$ cat config.mk
export PLATFORM = sky130hd
export DESIGN_NAME = spmm_scheduler
export DESIGN_NICKNAME = d
export VERILOG_FILES = /design/src/rtl/spmm_scheduler.sv
export SDC_FILE = /design/constraint.sdc
export NUM_CORES = 1
export LEC_CHECK = 0
export ABC_AREA = 0
export CAP_MARGIN = 20
export CORE_MARGIN = 1.5
export CORE_UTILIZATION = 50
export DETAILED_ROUTE_END_ITERATION = 8
export HOLD_SLACK_MARGIN = 0.06
export PLACE_DENSITY = 0.76
export SLEW_MARGIN = 25
export SYNTH_ARGS = -nofsm -noshare
export SYNTH_HDL_FRONTEND = slang
export SYNTH_SLANG_ARGS = --single-unit
$ cat constraint.sdc
create_clock -name clk -period 3.38 [get_ports clk]
set_input_delay 0.507 -clock clk [delete_from_list [all_inputs] [get_ports clk]]
set_output_delay 0.507 -clock clk [all_outputs]
set_load 0.03 [all_outputs]
$ cat src/rtl/spmm_scheduler.sv
// Layer sequencer for SPMM row issue and DMVM hand-off, throttling issue on
// the occupancy of the shared WH buffer (stall at HI_THRESH, resume at LO_THRESH).
module spmm_scheduler #(
   parameter int ROW_CNT_W = 16,
   parameter int OCC_W     = 11,
   parameter int HI_THRESH = 1000,
   parameter int LO_THRESH = 512
) (
   input  logic                 clk,
   input  logic                 rst,
   input  logic                 start_i,
   input  logic                 abort_i,
   input  logic [ROW_CNT_W-1:0] total_rows_i,
   input  logic                 weight_loaded_i,
   input  logic                 spmm_ready_i,
   input  logic                 wh_rd_i,
   output logic                 spmm_valid_o,
   output logic                 dmvm_start_o,
   output logic                 busy_o,
   output logic                 done_o,
   output logic                 err_o,
   output logic [ROW_CNT_W-1:0] rows_done_o,
   output logic [OCC_W-1:0]     occupancy_o
);

   typedef enum logic [2:0] {
      IDLE,
      WAIT_W,
      RUN,
      STALL,
      DONE
   } state_t;

   localparam logic [OCC_W-1:0] OCC_HI  = OCC_W'(HI_THRESH);
   localparam logic [OCC_W-1:0] OCC_LO  = OCC_W'(LO_THRESH);
   localparam logic [OCC_W-1:0] OCC_MAX = '1;

   state_t               state;
   logic [ROW_CNT_W-1:0] total_rows;
   logic [ROW_CNT_W-1:0] rows_done;
   logic [OCC_W-1:0]     occupancy;
   logic                 row_accept;
   logic                 start_layer;

   // A row is only accepted while issuing and before the layer total is reached.
   always_comb begin
      row_accept  = spmm_ready_i && ((state == RUN) || (state == STALL)) &&
                    (rows_done < total_rows);
      start_layer = (state == IDLE) && start_i && (total_rows_i != '0);
   end

   assign spmm_valid_o = (state == RUN);
   assign busy_o       = (state != IDLE);
   assign done_o       = (state == DONE);
   assign rows_done_o  = rows_done;
   assign occupancy_o  = occupancy;

   always_ff @(posedge clk or posedge rst) begin
      if (rst) begin
         state        <= IDLE;
         total_rows   <= '0;
         rows_done    <= '0;
         occupancy    <= '0;
         err_o        <= 1'b0;
         dmvm_start_o <= 1'b0;
      end else begin
         dmvm_start_o <= 1'b0;
         if (abort_i) begin
            state     <= IDLE;
            rows_done <= '0;
            occupancy <= '0;
         end else if (start_layer) begin
            state      <= WAIT_W;
            total_rows <= total_rows_i;
            rows_done  <= '0;
            occupancy  <= '0;
            err_o      <= 1'b0;
         end else begin
            case (state)
               IDLE: begin
                  if (start_i) state <= DONE;
               end
               WAIT_W: begin
                  if (weight_loaded_i) state <= RUN;
               end
               RUN: begin
                  if (rows_done == total_rows) state <= DONE;
                  else if (occupancy >= OCC_HI) state <= STALL;
               end
               STALL: begin
                  if (rows_done == total_rows) state <= DONE;
                  else if (occupancy <= OCC_LO) state <= RUN;
               end
               default: state <= IDLE;
            endcase

            if (row_accept) begin
               rows_done <= rows_done + ROW_CNT_W'(1);
               if (rows_done == '0) dmvm_start_o <= 1'b1;
            end else if (spmm_ready_i) begin
               err_o <= 1'b1;
            end

            // A write and a read in the same cycle cancel out.
            if (row_accept && !wh_rd_i) begin
               if (occupancy >= OCC_MAX - OCC_W'(1)) begin
                  occupancy <= OCC_MAX;
                  err_o     <= 1'b1;
               end else begin
                  occupancy <= occupancy + OCC_W'(1);
               end
            end else if (wh_rd_i && !row_accept) begin
               if (occupancy == '0) err_o <= 1'b1;
               else occupancy <= occupancy - OCC_W'(1);
            end
         end
      end
   end

endmodule

==> flow_metrics.tcl <==
set metrics [dict create \
    tightest_slew_ns 0.854 \
    fp-row-count 29 \
    crit_slowest_cell "dfrtp_1" \
    setup-violations-final 0 \
    worstSetupEndpointType "flop" \
    max_freq_mhz 315 \
    cp.arrival_ns 3.38 \
    grt_usage_pct 24.1 \
    status "finished, final reports clean" \
    fin_crit_ns 3.17 \
    clkPwrFrac_pct 14.7 \
    avgRoutedWirePerCell_um 16.7 \
    ys_seq_elements 48 \
    die-area_um2 6990 \
    fin_crit_sh_pct 93.9 \
    cts_buffers 5 \
    drtAntennaViolNets 0 \
    dpl_worst_slack_ns 0.0398 \
    timing.setup.tns_ns 0 \
    drive_gt1_share_pct 15.0 \
    path_class "flop to flop" \
    wl_um 8340 \
    p_total_mw 2.55 \
    fillers 533 \
    dr.pass1.iters 5 \
    slew_viol_final 0 \
    sequentialPowerShare_pct 35.0 \
    drcViolationCount 0 \
    ys_types 56 \
    root_buffer "clkbuf_8" \
    area_growth_pct 25.0 \
    synth_edf_count 0 \
    worstSkewPairLatency_ns 0.31 \
    die_h_um 83.6 \
    syn_area_um2 3250 \
    clk_pin_slew_worst_paths_ns 0.09 \
    total_leakage_power_nw 1.76 \
    synthFlopType "dfrtp_1" \
    io_buffer_count 54 \
    hpwlAfterDp_um 6210 \
    peakVddDrop_mv 0.507 \
    critPathRequiredTime_ns 3.59 \
    cp-start-kind "flop" \
    yosysWarnings 0 \
    die_w_um 83.6 \
    grt_max_degree 49 \
    pin_count 55 \
    postSynthCellCount 356 \
    worst_slack_ns 0.207 \
    p_int_mw 1.44 \
    antenna_found_initial 0 \
    seq_area_frac_synth_pct 37.0 \
    power_per_cell_area_nw_per_um2 627 \
    synth_nets 402 \
    hold_path_class "flop to flop" \
    drt_iter0_drc 178 \
    finalHoldViolations 0 \
    max-slew-margin-rel_pct 43.0 \
    antenna_cells 0 \
    num-nets-final 466 \
    path_cells "ha_1 > nand4_1 > buf_4 > nor2_1 > nand2_1 > nand3_2 > inv_1 > ha_1 > nor3b_1 > and4_1 > nor2_2 > buf_4 > o21a_1 > a211oi_1" \
    clockBufferDepth 2 \
    cts_tree "yes" \
    htree_levels 2 \
    vias 3004 \
    maxCapViolations 0 \
    cts_setup_buffers 0 \
    comb_power_share_pct 50.3 \
    overflow 0 \
    initial_utilization_pct 51.5 \
    grt_pass1_wl_um 13900 \
    gp_congestion 0.931 \
    finalClockSkew_ns 0.00815 \
    core_um2 6310 \
    worstPathMaxFanout 9 \
    switching_power_mw 1.10 \
    routed_via_density 6.03 \
    switching_share_pct 43.4 \
    slowest_delay_ns 0.45 \
    tritoncts_num_sinks 48 \
    grt_pass1_vias 2875 \
    async_reset_ff_share_pct 100 \
    holdWs_ns 0.516 \
    syn_avg_cell_area_um2 9.13 \
]
-- path summary, 6_finish.rpt --
check                                start  cells after the start        endpoint  slack, ns
max in group asynchronous              rst                      2  occupancy_o[2]       2.21
setup reg to reg           rows_done_o[14]                     14  occupancy_o[0]       0.21
hold reg to reg              total_rows[9]                      1   total_rows[9]       0.52
hold / removal               total_rows[9]                      1   total_rows[9]       0.52
min in group asynchronous              rst                      2        state[2]       0.64
setup / recovery           rows_done_o[14]                     14  occupancy_o[0]       0.21
-- worst max-delay path, delay by kind of cell, from the launching register on --
kind	cells	cell delay (ns)
adders and majority gates	2	0.55
AOI/OAI and AO/OA	2	0.36
buffers and inverters	3	0.44
and+or+nand+nor	7	1.26
DFF	1	0.45
-- repair_timing --
action	CTS	global route
endpoints found under the setup margin	0	1
gates resized for setup	0	2
hold buffers	0	0
-- per-layer routing --
layer	GRT usage, %	part of all wire (%)	vias to the layer above
met4	5.51	1.3	0
met3	3.36	5.5	12
met1	32.4	44	1451
li1	-	-	1427
met2	41.6	49	114
met5	0	0	-
-- cells by family after synthesis --
kind of cell,Yosys count,share of synthesized area (%)
multiplexers,20,6.82
XOR/XNOR,6,1.62
buffers and inverters,48,5.97
AO/OA/AOI/OAI,76,15.8
adder cells (fa/ha/maj),23,8.86
flip-flops,48,37.0
AND/OR/NAND/NOR,135,24.0
-- through the flow --
stage / cell area (um^2) / util, % / std cells
global route: 4060 / 64.3 / 498
detailed placement: 3960 / 62.6 / 490
floorplan: 3250 / - / 356
global placement: 3960 / 62.6 / 490
CTS: 4050 / 64.1 / 498
finish: 4060 / 64.3 / 498
-- Yosys cell counts, types with 8 or more instances --
library cell  count  area share [%]
nand2_1          26             3.0
inv_1            33             3.8
nor3_1           11             1.7
nor2_1           22             2.5
nand4_1           8             1.5
o21ai_0          21             3.2
dfrtp_1          48              37
buf_2            11             1.7
mux2_2           17             5.9
nand3_1          11             1.7
a21oi_1          26             4.0
ha_1             23             8.9
or3_1            11             2.1
nor4_1           12             2.3
-- sequential cells by signal, summed over array words and instances, names as in the netlist --
signal        flops
state             3
err_o             1
rows_done_o      16
total_rows       16
dmvm_start_o      1
occupancy_o      11
-- placed cells by master (no fill, tap or decap), types with 2 or more instances in the layout --
master,netlist,layout
or3_1,11,11
dfrtp_1,48,48
and4_1,4,4
clkdlybuf4s50_1,0,54
nor3b_1,2,2
nand2b_1,3,3
xor2_1,4,4
buf_4,0,18
o31ai_1,3,3
or4_1,4,4
nand3_1,11,11
o21ai_0,21,20
and2_4,2,2
a31oi_1,2,2
and2_1,2,2
o211ai_1,2,2
a311oi_1,2,2
clkbuf_8,0,6
o21ai_2,1,2
nand4_1,8,8
mux2_2,17,17
a211oi_1,3,3
nand2_2,2,2
and3_1,3,3
a21oi_1,26,26
xnor2_1,2,2
nand4_2,3,3
nand2_1,26,26
nor2_1,22,22
nor3_1,11,11
o21a_1,3,3
mux2i_1,3,3
ha_1,23,23
nor4_1,12,12
inv_1,33,32
-- layout make-up --
class | instances | area, um^2 | share of cell area (%)
inverters | 33 | 125 | 3.08
repair buffers | 72 | 676 | 16.6
well taps | 77 | 96.3 | 2.37
clock buffers | 7 | 86.3 | 2.13
flip-flops and latches | 48 | 1200 | 29.6
multi-input cells | 260 | 1870 | 46.0
clock inverters | 1 | 7.51 | 0.185
-- power by group through the flow --
stage	registers, mW	clock network [mW]	logic [mW]
finish	0.891	0.374	1.28
global placement	0.894	0	1.24
floorplan	0.907	0	0.873
detailed placement	0.898	0	1.26
CTS	0.887	0.377	1.27
global route	0.912	0.394	1.42
Note: power is estimated with default switching activity, not from simulation.
